**config.mk**
```make
export PLATFORM = sky130hd
export DESIGN_NAME = mips_multicycle_ctrl
export DESIGN_NICKNAME = d
export VERILOG_FILES = /design/src/rtl/mips_multicycle_ctrl_pkg.sv /design/src/rtl/mips_alu_decode.sv /design/src/rtl/mips_multicycle_ctrl.sv
export SDC_FILE = /design/constraint.sdc
export NUM_CORES = 1
export LEC_CHECK = 0
export ABC_AREA = 1
export CORE_MARGIN = 2
export CORE_UTILIZATION = 41
export CTS_CLUSTER_DIAMETER = 40
export DETAILED_ROUTE_END_ITERATION = 10
export PLACE_DENSITY_LB_ADDON = 0.05
export SLEW_MARGIN = 20
export SYNTH_ARGS = -nofsm -noshare
export SYNTH_HDL_FRONTEND = slang
export SYNTH_SLANG_ARGS = --single-unit
```
**constraint.sdc**
```tcl
create_clock -name clk -period 1.4 [get_ports clk]
set_input_delay 0.28 -clock clk [delete_from_list [all_inputs] [get_ports clk]]
set_output_delay 0.28 -clock clk [all_outputs]
set_load 0.005 [all_outputs]
```
**src/rtl/mips_multicycle_ctrl_pkg.sv**
```systemverilog
// Shared encodings for the multicycle MIPS control unit: opcodes, funct codes,
// ALU codes, datapath mux selects and the FSM state encoding.
package mips_multicycle_ctrl_pkg;

  localparam logic [5:0] OP_RTYPE = 6'b000000;
  localparam logic [5:0] OP_J     = 6'b000010;
  localparam logic [5:0] OP_BEQ   = 6'b000100;
  localparam logic [5:0] OP_BNE   = 6'b000101;
  localparam logic [5:0] OP_ADDI  = 6'b001000;
  localparam logic [5:0] OP_SLTI  = 6'b001010;
  localparam logic [5:0] OP_ANDI  = 6'b001100;
  localparam logic [5:0] OP_ORI   = 6'b001101;
  localparam logic [5:0] OP_LW    = 6'b100011;
  localparam logic [5:0] OP_SW    = 6'b101011;

  localparam logic [5:0] FUNCT_ADD = 6'b100000;
  localparam logic [5:0] FUNCT_SUB = 6'b100010;
  localparam logic [5:0] FUNCT_AND = 6'b100100;
  localparam logic [5:0] FUNCT_OR  = 6'b100101;
  localparam logic [5:0] FUNCT_SLT = 6'b101010;

  localparam logic [2:0] ALU_AND = 3'b000;
  localparam logic [2:0] ALU_OR  = 3'b001;
  localparam logic [2:0] ALU_ADD = 3'b010;
  localparam logic [2:0] ALU_SUB = 3'b110;
  localparam logic [2:0] ALU_SLT = 3'b111;

  localparam logic [1:0] SRCB_B      = 2'b00;
  localparam logic [1:0] SRCB_FOUR   = 2'b01;
  localparam logic [1:0] SRCB_IMM    = 2'b10;
  localparam logic [1:0] SRCB_IMM_SH = 2'b11;

  localparam logic [1:0] PCSRC_ALU    = 2'b00;
  localparam logic [1:0] PCSRC_ALUOUT = 2'b01;
  localparam logic [1:0] PCSRC_JUMP   = 2'b10;

  typedef enum logic [3:0] {
    S_FETCH    = 4'd0,
    S_DECODE   = 4'd1,
    S_MEM_ADDR = 4'd2,
    S_MEM_RD   = 4'd3,
    S_MEM_WB   = 4'd4,
    S_MEM_WR   = 4'd5,
    S_R_EXEC   = 4'd6,
    S_R_WB     = 4'd7,
    S_I_EXEC   = 4'd8,
    S_I_WB     = 4'd9,
    S_BRANCH   = 4'd10,
    S_JUMP     = 4'd11,
    S_TRAP     = 4'd12
  } state_t;

  // States that hold a memory request open and run the timeout counter.
  function automatic logic is_mem_state(state_t s);
    return (s == S_FETCH) || (s == S_MEM_RD) || (s == S_MEM_WR);
  endfunction

endpackage

```
**src/rtl/mips_alu_decode.sv**
```systemverilog
// Combinational op/funct decoder: ALU operation, immediate extension mode and
// an illegal flag for unknown opcodes or unknown R-type funct codes.
module mips_alu_decode
  import mips_multicycle_ctrl_pkg::*;
#(
  parameter int OP_W       = 6,
  parameter int FUNCT_W    = 6,
  parameter int ALU_CTRL_W = 3
) (
  input  logic [OP_W-1:0]       op,
  input  logic [FUNCT_W-1:0]    funct,
  output logic [ALU_CTRL_W-1:0] alu_ctrl,
  output logic                  sign_ext,
  output logic                  illegal
);

  logic [2:0] alu_code;

  always_comb begin
    alu_code = ALU_ADD;
    sign_ext = 1'b1;
    illegal  = 1'b0;
    case (op)
      OP_W'(OP_RTYPE): begin
        case (funct)
          FUNCT_W'(FUNCT_ADD): alu_code = ALU_ADD;
          FUNCT_W'(FUNCT_SUB): alu_code = ALU_SUB;
          FUNCT_W'(FUNCT_AND): alu_code = ALU_AND;
          FUNCT_W'(FUNCT_OR):  alu_code = ALU_OR;
          FUNCT_W'(FUNCT_SLT): alu_code = ALU_SLT;
          default:             illegal  = 1'b1;
        endcase
      end
      OP_W'(OP_ADDI): alu_code = ALU_ADD;
      OP_W'(OP_SLTI): alu_code = ALU_SLT;
      OP_W'(OP_ORI): begin
        alu_code = ALU_OR;
        sign_ext = 1'b0;
      end
      OP_W'(OP_ANDI): begin
        alu_code = ALU_AND;
        sign_ext = 1'b0;
      end
      OP_W'(OP_BEQ), OP_W'(OP_BNE): alu_code = ALU_SUB;
      OP_W'(OP_LW), OP_W'(OP_SW), OP_W'(OP_J): alu_code = ALU_ADD;
      default: illegal = 1'b1;
    endcase
  end

  assign alu_ctrl = ALU_CTRL_W'(alu_code);

endmodule

```
**src/rtl/mips_multicycle_ctrl.sv**
```systemverilog
// Moore-style multicycle MIPS control FSM with req/ready memory handshake and
// timeout. Optional macro MIPS_CTRL_ILLEGAL_TRAP_EN: illegal ops enter a sticky TRAP.
module mips_multicycle_ctrl
  import mips_multicycle_ctrl_pkg::*;
#(
  parameter int OP_W        = 6,
  parameter int FUNCT_W     = 6,
  parameter int ALU_CTRL_W  = 3,
  parameter int MEM_TIMEOUT = 255
) (
  input  logic                  clk,
  input  logic                  rst,
  input  logic [OP_W-1:0]       op,
  input  logic [FUNCT_W-1:0]    funct,
  input  logic                  mem_ready,
  output logic                  mem_req,
  output logic                  mem_read,
  output logic                  mem_write,
  output logic                  iord,
  output logic                  ir_write,
  output logic                  pc_write,
  output logic                  pc_write_cond,
  output logic                  is_bne,
  output logic                  reg_write,
  output logic                  reg_dst,
  output logic                  mem_to_reg,
  output logic                  sign_ext,
  output logic                  alu_src_a,
  output logic [1:0]            alu_src_b,
  output logic [1:0]            pc_source,
  output logic [ALU_CTRL_W-1:0] alu_ctrl,
  output logic                  instr_done,
  output logic                  mem_timeout,
  output logic [3:0]            state_o
`ifdef MIPS_CTRL_ILLEGAL_TRAP_EN
  , output logic                trap
`endif
);

  localparam int CNT_W = (MEM_TIMEOUT < 2) ? 1 : $clog2(MEM_TIMEOUT + 1);

  state_t             state_reg, state_next;
  logic [CNT_W-1:0]   cnt_reg, cnt_next;
  logic [ALU_CTRL_W-1:0] dec_alu_ctrl;
  logic               dec_sign_ext;
  logic               dec_illegal;
  logic               timeout_hit;

  mips_alu_decode #(
    .OP_W       (OP_W),
    .FUNCT_W    (FUNCT_W),
    .ALU_CTRL_W (ALU_CTRL_W)
  ) u_alu_decode (
    .op       (op),
    .funct    (funct),
    .alu_ctrl (dec_alu_ctrl),
    .sign_ext (dec_sign_ext),
    .illegal  (dec_illegal)
  );

  assign timeout_hit = (MEM_TIMEOUT != 0) && (cnt_reg == CNT_W'(MEM_TIMEOUT));

  always_ff @(posedge clk) begin
    if (rst) begin
      state_reg <= S_FETCH;
      cnt_reg   <= '0;
    end else begin
      state_reg <= state_next;
      cnt_reg   <= cnt_next;
    end
  end

  always_comb begin
    state_next    = state_reg;
    cnt_next      = '0;
    mem_req       = 1'b0;
    mem_read      = 1'b0;
    mem_write     = 1'b0;
    iord          = 1'b0;
    ir_write      = 1'b0;
    pc_write      = 1'b0;
    pc_write_cond = 1'b0;
    is_bne        = 1'b0;
    reg_write     = 1'b0;
    reg_dst       = 1'b0;
    mem_to_reg    = 1'b0;
    sign_ext      = 1'b1;
    alu_src_a     = 1'b0;
    alu_src_b     = SRCB_B;
    pc_source     = PCSRC_ALU;
    alu_ctrl      = '0;
    instr_done    = 1'b0;
    mem_timeout   = 1'b0;
    state_o       = '0;
`ifdef MIPS_CTRL_ILLEGAL_TRAP_EN
    trap          = 1'b0;
`endif
    // Reset masks every output so an aborted instruction issues no write.
    if (!rst) begin
      alu_ctrl = ALU_CTRL_W'(ALU_ADD);
      state_o  = state_reg;
      case (state_reg)
        S_FETCH: begin
          mem_req   = 1'b1;
          mem_read  = 1'b1;
          alu_src_b = SRCB_FOUR;
          if (mem_ready) begin
            ir_write   = 1'b1;
            pc_write   = 1'b1;
            state_next = S_DECODE;
          end
        end
        S_DECODE: begin
          alu_src_b = SRCB_IMM_SH;
          case (op)
            OP_W'(OP_LW), OP_W'(OP_SW):     state_next = S_MEM_ADDR;
            OP_W'(OP_RTYPE):                state_next = S_R_EXEC;
            OP_W'(OP_BEQ), OP_W'(OP_BNE):   state_next = S_BRANCH;
            OP_W'(OP_ADDI), OP_W'(OP_SLTI),
            OP_W'(OP_ORI), OP_W'(OP_ANDI):  state_next = S_I_EXEC;
            OP_W'(OP_J):                    state_next = S_JUMP;
            default: begin
`ifdef MIPS_CTRL_ILLEGAL_TRAP_EN
              state_next = S_TRAP;
`else
              instr_done = 1'b1;
              state_next = S_FETCH;
`endif
            end
          endcase
        end
        S_MEM_ADDR: begin
          alu_src_a  = 1'b1;
          alu_src_b  = SRCB_IMM;
          state_next = (op == OP_W'(OP_SW)) ? S_MEM_WR : S_MEM_RD;
        end
        S_MEM_RD: begin
          mem_req  = 1'b1;
          mem_read = 1'b1;
          iord     = 1'b1;
          if (mem_ready) state_next = S_MEM_WB;
        end
        S_MEM_WB: begin
          reg_write  = 1'b1;
          mem_to_reg = 1'b1;
          instr_done = 1'b1;
          state_next = S_FETCH;
        end
        S_MEM_WR: begin
          mem_req   = 1'b1;
          mem_write = 1'b1;
          iord      = 1'b1;
          if (mem_ready) begin
            instr_done = 1'b1;
            state_next = S_FETCH;
          end
        end
        S_R_EXEC: begin
          alu_src_a = 1'b1;
          alu_ctrl  = dec_alu_ctrl;
          if (dec_illegal) begin
`ifdef MIPS_CTRL_ILLEGAL_TRAP_EN
            state_next = S_TRAP;
`else
            instr_done = 1'b1;
            state_next = S_FETCH;
`endif
          end else begin
            state_next = S_R_WB;
          end
        end
        S_R_WB: begin
          reg_dst    = 1'b1;
          reg_write  = 1'b1;
          instr_done = 1'b1;
          state_next = S_FETCH;
        end
        S_I_EXEC: begin
          alu_src_a  = 1'b1;
          alu_src_b  = SRCB_IMM;
          alu_ctrl   = dec_alu_ctrl;
          sign_ext   = dec_sign_ext;
          state_next = S_I_WB;
        end
        S_I_WB: begin
          // IR still holds the opcode, so the immediate path stays stable.
          alu_ctrl   = dec_alu_ctrl;
          sign_ext   = dec_sign_ext;
          reg_write  = 1'b1;
          instr_done = 1'b1;
          state_next = S_FETCH;
        end
        S_BRANCH: begin
          alu_src_a     = 1'b1;
          alu_ctrl      = ALU_CTRL_W'(ALU_SUB);
          pc_write_cond = 1'b1;
          pc_source     = PCSRC_ALUOUT;
          is_bne        = (op == OP_W'(OP_BNE));
          instr_done    = 1'b1;
          state_next    = S_FETCH;
        end
        S_JUMP: begin
          pc_write   = 1'b1;
          pc_source  = PCSRC_JUMP;
          instr_done = 1'b1;
          state_next = S_FETCH;
        end
`ifdef MIPS_CTRL_ILLEGAL_TRAP_EN
        S_TRAP: trap = 1'b1;
`endif
        default: state_next = S_FETCH;
      endcase

      // A completed or abandoned access leaves cnt_next at zero for the next entry.
      if (is_mem_state(state_reg) && !mem_ready) begin
        if (timeout_hit) begin
          mem_timeout = 1'b1;
          state_next  = S_FETCH;
        end else begin
          cnt_next = cnt_reg + 1'b1;
        end
      end
    end
  end

endmodule

```
==> impl_metrics.ini, run 1 <==
[synth]
seq_area_frac_synth_pct = 20.25
synth_cell_types = 27
ys.warnings.count = 0
syn_nets = 225
synth_area_per_cell_um2 = 5.675
netlist_area_mm2 = 0.001186
syn_inst = 209
synth-seq-cells = 12

[outcome]
status = did not finish
lastStage = global routing
error_line = [ERROR GRT-0232] Routing congestion too high. Check the congestion heatmap in the GUI.

[global_route]
overflow = 136
grt_max_degree = 11
track_usage_pct = 76.74

[floorplan]
ios = 41
start_util_pct = 43.01
rows = 19
die_h_um = 57.79
die_w_um = 57.79

[clocking]
clock_path_buffers = 2
cts_hold_buf = 0
cts_max_level = 1
cts_sinks = 12
cts_root_buf = clkbuf_4
cts_inserted_buffers = 3

[timing]
endpoint_type = top-level output
crit_endpoint = instr_done

[placed_design]
place_ws_ns = -1.092
hpwlAfterDp_um = 3119
globalplace.congestion = 0.8586
portBuffers = 40
-- through the flow --
stage	std cells	area [um^2]	util [%]	TNS (ns)
4_1_cts	371	2624	95.15	-7.069
3_5_place_dp	341	2125	77.04	-17.95
3_3_place_gp	341	2125	77.04	-17.19
2_1_floorplan	209	1220	-	-0.06344
-- routing by layer --
layer / overflow / track usage [%]
met1: 5 / 69.32
met2: 77 / 104.1
met3: 0 / 45.98
met4: 54 / 100.7
met5: 0 / 0
-- cell families after synthesis --
| family | synth area share [%] |
|---|---|
| and+or+nand+nor | 52.64 |
| DFF | 20.25 |
| buffers and inverters | 13.61 |
| adders and majority gates | 1.055 |
| AOI/OAI and AO/OA | 12.45 |
-- synth_stat cells --
library cell | number | area share, %
nor2_2 | 2 | 1.1
inv_1 | 37 | 12
inv_2 | 2 | 0.63
o21ai_2 | 1 | 0.74
nor3_1 | 4 | 1.7
nor2_1 | 44 | 14
o22ai_1 | 1 | 0.53
clkbuf_1 | 2 | 0.63
a31oi_1 | 3 | 1.6
nand2_1 | 41 | 13
ha_1 | 1 | 1.1
a21oi_1 | 13 | 5.5
buf_4 | 1 | 0.63
nand3_2 | 1 | 0.84
nor3_2 | 2 | 1.7
dfxtp_1 | 12 | 20
o31ai_1 | 1 | 0.63
nand2_2 | 1 | 0.53
and2_1 | 1 | 0.53
nand3_1 | 19 | 8.0
o21ai_0 | 5 | 2.1
o211ai_1 | 1 | 0.63
a41oi_1 | 1 | 0.74
nor3b_2 | 2 | 2.1
nand3_4 | 1 | 1.5
nor2_4 | 6 | 5.7
nand4_1 | 4 | 2.1
-- timing repair --
| action | in CTS |
|---|---|
| gates resized for setup | 235 |
| setup endpoints to repair | 37 |
| setup buffers | 39 |
| pin swaps | 54 |
==> run 2: changes to the inputs <==
--- a/config.mk
+++ b/config.mk
@@ -6,11 +6,10 @@
 export NUM_CORES = 1
 export LEC_CHECK = 0
 export ABC_AREA = 1
-export CORE_MARGIN = 2
-export CORE_UTILIZATION = 41
-export CTS_CLUSTER_DIAMETER = 40
+export CORE_AREA = 2 2 63 65
 export DETAILED_ROUTE_END_ITERATION = 10
-export PLACE_DENSITY_LB_ADDON = 0.05
+export DIE_AREA = 0 0 65 67
+export PLACE_DENSITY_LB_ADDON = 0.15
 export SLEW_MARGIN = 20
 export SYNTH_ARGS = -nofsm -noshare
 export SYNTH_HDL_FRONTEND = slang
==> constraint.sdc (replaced) <==
create_clock -name clk -period 1.8 [get_ports clk]
set_input_delay 0.36 -clock clk [delete_from_list [all_inputs] [get_ports clk]]
set_output_delay 0.36 -clock clk [all_outputs]
set_load 0.005 [all_outputs]
==> run 2 against run 1 <==
  * The flow now finishes, with violations (negative setup slack)
  * Synthesized area is the same
  * Synthesized cell count unchanged
==> impl_metrics.ini, run 2 <==
[setup_path]
cp-startpoint = op[5]
arrival_ns = 1.60
cp.required_ns = 1.44
path_buf_inv = 3
r2r_setup_slack_ns = 0.18
crit_slowest_cell = nor2_4
path_cells = buf_2 > nor2_4 > buf_4 > nand3_1 > nor2_2 > nand3_2 > nand2_1 > nand2_1 > a21oi_2 > buf_2
r2r-start = state_reg[3]
crit_path_end_kind = output port
reg2reg_to = cnt_reg[7]
reg2reg_depth = 12
critPathMaxStageDelay_ns = 0.20
start_kind = input port
crit_family = simple AND/OR/NAND/NOR gates
crit_fanout = 6
path_class = input port to output port

[timing]
setup_slack_ns = -0.1553
hold_violations = 0
finalSetupViolations = 11
fmax_ghz = 0.5114
fin_crit_sh_pct = 108.6
worst_slew_pin_slew_ns = 0.2495
rsz0062_at_grt = yes
relSlewSlack_pct = 83.19
finClkSkew_ns = 0.004064
final-max-slew-violation-count = 0
layout_min_cycle_time_ns = 1.955

[floorplan]
start_util_pct = 32.89
rows = 22
die_h_um = 67
ios = 41
core-area_mm2 = 0.003606
die_w_um = 65
die_area_mm2 = 0.004355

[power]
p_comb_share_pct = 36.5
swShare_pct = 29.57
p_int_w = 0.0006337
power.switching_w = 0.0002661
pwr-share-seq_pct = 30.7
p_clk_share_pct = 32.8
ir_drop_mv = 0.4388
power.static_leakage_nw = 1.418
p_per_area_mw_per_mm2 = 342.9

[cells_and_area]
final_cells = 398
final_cell_mix = 90 x buf_4, 28 x nor2_1, 28 x nand2_1
insertedDiodeCount = 0
final_common_cell = buf_4
fillerInstances = 306
largest_reg_flops = 8
area_growth_pct = 121.2
final_nets = 367
drive_above_1_share_pct = 59.14

[global_route]
grt_pass1_vias = 1736
overflow = 0
track_usage_pct = 21.84
antenna_found_initial = 0
grt_pass1_wl_um = 7445
grt_max_degree = 13

[detailed_routing]
drt_first_pass_iters = 4
drt-total-wl_um = 5023
wire_per_inst_um = 12.62
drtIter0Drc = 85
final_antenna_net_count = 0
viasPerCell = 4.746
drcViolationCount = 0
vias = 1889

[clocking]
tritoncts = done
cts_inserted_buffers = 3
cts_sinks = 12
clock_path_buffers = 2
path_clk_slew_ns = 0.05
cts_root_buf = clkbuf_8
cts_max_level = 1
clock_latency_ns = 0.24

[synth]
ys.warnings.count = 0
synth_common_cells = 44 x nor2_1, 41 x nand2_1, 37 x inv_1
seq_area_frac_synth_pct = 20.25
yosysTopAreaCell = dfxtp_1
synthTopCellsByArea = dfxtp_1 20%, nor2_1 14%, nand2_1 13%
synth_edf_count = 0
syn_inst = 209
synth_area_per_cell_um2 = 5.675
synth_most_common_cell = nor2_1
synth-seq-cells = 12
syn_nets = 225
synth_top_cell_area_share_pct = 20.25
synthArstFlopShare_pct = 0
synth_cell_types = 27
synthFlopType = dfxtp_1
netlist_area_mm2 = 0.001186

[outcome]
violations = negative setup slack
status = finished with violations

[placed_design]
place_inst = 357
portBuffers = 40
place_ws_ns = -0.8374
globalplace.congestion = 0.8617
hpwlAfterDp_um = 2941

[run]
drv_cap = 0

[min_path]
holdPathEnd = cnt_reg[0]
hp-start = cnt_reg[0]
min_path_type = flip-flop to flip-flop
min_path_cells = 2
## run 2: cell counts after synthesis
No cell type changed its count.
## run 2: worst reg2reg max path, delay by kind of cell, from the launching register on
kind | cells | cell delay, ns
AND/OR/NAND/NOR | 7 | 0.75
flip-flops | 1 | 0.36
buffers and inverters | 5 | 0.46
## run 2: per-stage QoR
step	util [%]	hold WS, ns	setup TNS, ns	power [W]	area [um^2]
floorplan	-	0.4175	0	0.0003774	1186
global placement	58.36	0.4986	-9.823	0.0005242	2105
detailed placement	58.36	0.5081	-9.584	0.0005251	2105
CTS	67.77	0.4951	-0.8043	0.0008639	2444
global route	72.76	0.5155	-1.698	0.0009500	2624
finish	72.76	0.4927	-0.8491	0.0008998	2624
## run 2: power by group through the flow
stage | sequential (W) | combinational, W | clock, W
after detailed placement | 0.000282 | 0.000243 | 0
after global placement | 0.000282 | 0.000242 | 0
after CTS | 0.000276 | 0.000279 | 0.000309
after global routing | 0.000276 | 0.000356 | 0.000318
final | 0.000276 | 0.000328 | 0.000295
after floorplan | 0.000282 | 0.0000959 | 0
## run 2: area by class of cell
| cell class | count | area (um^2) | share of cell area (%) |
|---|---|---|---|
| multi-input combinational | 155 | 1006 | 38.34 |
| sequential | 12 | 257.7 | 9.824 |
| tap | 48 | 60.06 | 2.289 |
| clock buffer | 4 | 55.05 | 2.098 |
| inverter | 39 | 153.9 | 5.866 |
| timing repair buffer | 140 | 1091 | 41.58 |
## run 2: how the worst max path moves through the flow
stage                        endpoint  slack [ns]  cells past startpoint
after floorplan           mem_timeout        0.16                      8
after global placement    alu_ctrl[2]       -0.87                     10
after detailed placement  alu_ctrl[2]       -0.84                     10
after CTS                 mem_timeout       -0.16                     11
after global routing      mem_timeout       -0.24                     11
final                      instr_done       -0.16                     10
## run 2: kinds of logic (layout without fill, tap and decap cells)
logic type               Yosys count  count (layout)  share of synthesized area [%]
buffers and inverters             42             183                          13.61
adder cells (fa/ha/maj)            1               1                          1.055
AO/OA/AOI/OAI                     26              26                          12.45
AND/OR/NAND/NOR                  128             128                          52.64
flip-flops                        12              12                          20.25
## run 2: repair_timing
| item | CTS | global route |
|---|---|---|
| buffers inserted | 24 | 13 |
| hold buffers | 0 | 0 |
| endpoints found under the hold margin | 0 | 0 |
| resized for setup | 174 | 31 |
| cloned | 0 | 0 |
| pin swaps | 43 | 18 |
| setup endpoints to repair | 26 | 21 |
## run 2: metal layers
metal | share of wire, % | routed length [um] | global-route usage [%] | vias to the layer above
li1 | - | - | - | 948
met4 | 3.0 | 150 | 10.11 | 0
met1 | 41 | 2053 | 27.18 | 871
met5 | 0 | 0 | 0 | -
met3 | 3.7 | 188 | 1.858 | 15
met2 | 52 | 2630 | 38.02 | 55
Power figures use the tool's default switching activity.
==> run 3: changes to the inputs <==
--- a/config.mk
+++ b/config.mk
@@ -6,9 +6,12 @@
 export NUM_CORES = 1
 export LEC_CHECK = 0
 export ABC_AREA = 1
+export CAP_MARGIN = 40
 export CORE_AREA = 2 2 63 65
 export DETAILED_ROUTE_END_ITERATION = 10
 export DIE_AREA = 0 0 65 67
+export HOLD_SLACK_MARGIN = 0.1
+export MAX_ROUTING_LAYER = met4
 export PLACE_DENSITY_LB_ADDON = 0.15
 export SLEW_MARGIN = 20
 export SYNTH_ARGS = -nofsm -noshare
==> run 3 against run 2 <==
  * The flow still finishes with violations (negative setup slack)
  * Utilization is the same
  * Non-clock buffer count is the same
  * First-iteration DRC count grew 13%
  * Final area is the same
  * Combinational power is essentially flat
  * Clock skew is essentially flat
  * Die area is the same
  * Sequential share of layout area is the same
  * Flip-flop and latch count is the same
  * Via count grew 0.58%
  * Critical path depth grew 1
  * Largest cell class unchanged
  * Largest power group unchanged
==> impl_metrics.ini, run 3 (same netlist as run 2, synthesis figures left out) <==
[clocking]
cts_hold_buf = 0
clock_path_buffers = 2
cts_inserted_buffers = 3
cts_sinks = 12
cts_root_buf = clkbuf_8
cts_max_level = 1
tritoncts = done
path_clk_slew_ns = 0.05
clock_latency_ns = 0.25

[timing]
relSlewSlack_pct = 83.18
hold_slack_ns = 0.4928
layout_min_cycle_time_ns = 1.955
fmax_ghz = 0.5116
worst_slew_pin_slew_ns = 0.2496
finClkSkew_ns = 0.004319
finalSetupViolations = 10
rsz0062_at_grt = yes
final-max-slew-violation-count = 0
hold_violations = 0
setup_slack_ns = -0.1545
fin_crit_sh_pct = 108.6

[outcome]
violations = negative setup slack
status = finished with violations

[power]
p_per_area_mw_per_mm2 = 343.2
power_w = 0.0009005
power.static_leakage_nw = 1.418
ir_drop_mv = 0.4401

[global_route]
grt_pass1_vias = 1736
overflow = 0
grt_pass1_wl_um = 7445
antenna_found_initial = 0
track_usage_pct = 22.42
grt_max_degree = 13

[detailed_routing]
drcViolationCount = 0
wire_per_inst_um = 12.62
drtIter0Drc = 96
highest_layer = met4
drt-total-wl_um = 5022
final_antenna_net_count = 0
wl_met3_um = 161
drt_first_pass_iters = 4
met2_length_um = 2640
vias = 1900
wl_met1_um = 2075
viasPerCell = 4.774

[cells_and_area]
area_growth_pct = 121.2
final_nets = 367
post-route-util_pct = 72.76
fillerInstances = 306
final_common_cell = buf_4
largest_reg_flops = 8
final_area_mm2 = 0.002624
final_cell_mix = 90 x buf_4, 28 x nor2_1, 28 x nand2_1
insertedDiodeCount = 0
drive_above_1_share_pct = 59.14

[setup_path]
start_kind = flip-flop
reg2reg_to = cnt_reg[7]
r2r-start = state_reg[3]
arrival_ns = 1.59
path_class = flip-flop to output port
cp-startpoint = state_reg[3]
crit_path_end_kind = output port
endpoint = mem_timeout
reg2reg_depth = 12
crit_fanout = 3
cp.required_ns = 1.44
r2r_setup_slack_ns = 0.18

[floorplan]
rows = 22
start_util_pct = 32.89
ios = 41
die_area_mm2 = 0.004355
die_w_um = 65
core-area_mm2 = 0.003606
die_h_um = 67

[min_path]
min_path_type = flip-flop to flip-flop

[placed_design]
place_ws_ns = -0.8374
portBuffers = 40
place_area_mm2 = 0.002105
globalplace.congestion = 0.8755
hpwlAfterDp_um = 2941

[run]
drv_cap = 0
[run 3: cell type report]
type | count | area [um^2] | area share, %
well taps | 48 | 60.06 | 2.289
inverters | 39 | 153.9 | 5.866
flip-flops and latches | 12 | 257.7 | 9.824
clock buffers | 4 | 55.05 | 2.098
multi-input cells | 155 | 1006 | 38.34
repair buffers | 140 | 1091 | 41.58
[run 3: worst max-delay path, cell delays in order, from the launching register on]
cell and delay, ns:
dfxtp_4 0.36, buf_6 0.12, nor2_4 0.12, inv_2 0.07
nor2_4 0.10, inv_2 0.05, nand2_2 0.07, nor2_4 0.04
nor2_4 0.13, nand3_4 0.08, nor2_1 0.10, buf_2 0.12
[run 3: worst min path at each step]
stage               cells after the start          to  slack [ns]        from
floorplan                               1  cnt_reg[0]        0.42  cnt_reg[0]
global placement                        2  cnt_reg[0]        0.50  cnt_reg[0]
detailed placement                      2  cnt_reg[0]        0.51  cnt_reg[0]
CTS                                     2  cnt_reg[0]        0.50  cnt_reg[0]
global route                            2  cnt_reg[0]        0.52  cnt_reg[0]
finish                                  2  cnt_reg[0]        0.49  cnt_reg[0]
[run 3: metal layers]
layer	track usage (%)	up-vias
met5	-	-
met4	10.11	0
met3	1.858	15
met2	38.02	52
met1	27.18	885
li1	-	948
[run 3: timing repair]
action | 4_1_cts | 5_1_grt
endpoints found under the setup margin | 26 | 21
gates resized for setup | 174 | 31
pin swaps | 43 | 18
buffers inserted | 24 | 13
[run 3: power breakdown]
part | leakage [nW] | switching [W] | internal (W)
registers | 0.101 | 0.00000800 | 0.000268
logic | 1.29 | 0.000157 | 0.000172
clock network | 0.0288 | 0.000102 | 0.000193
[run 3: metrics by stage]
stage,std cells,setup TNS (ns)
CTS,385,-0.8043
global placement,357,-9.823
global route,398,-1.698
finish,398,-0.8464
floorplan,209,0
detailed placement,357,-9.584
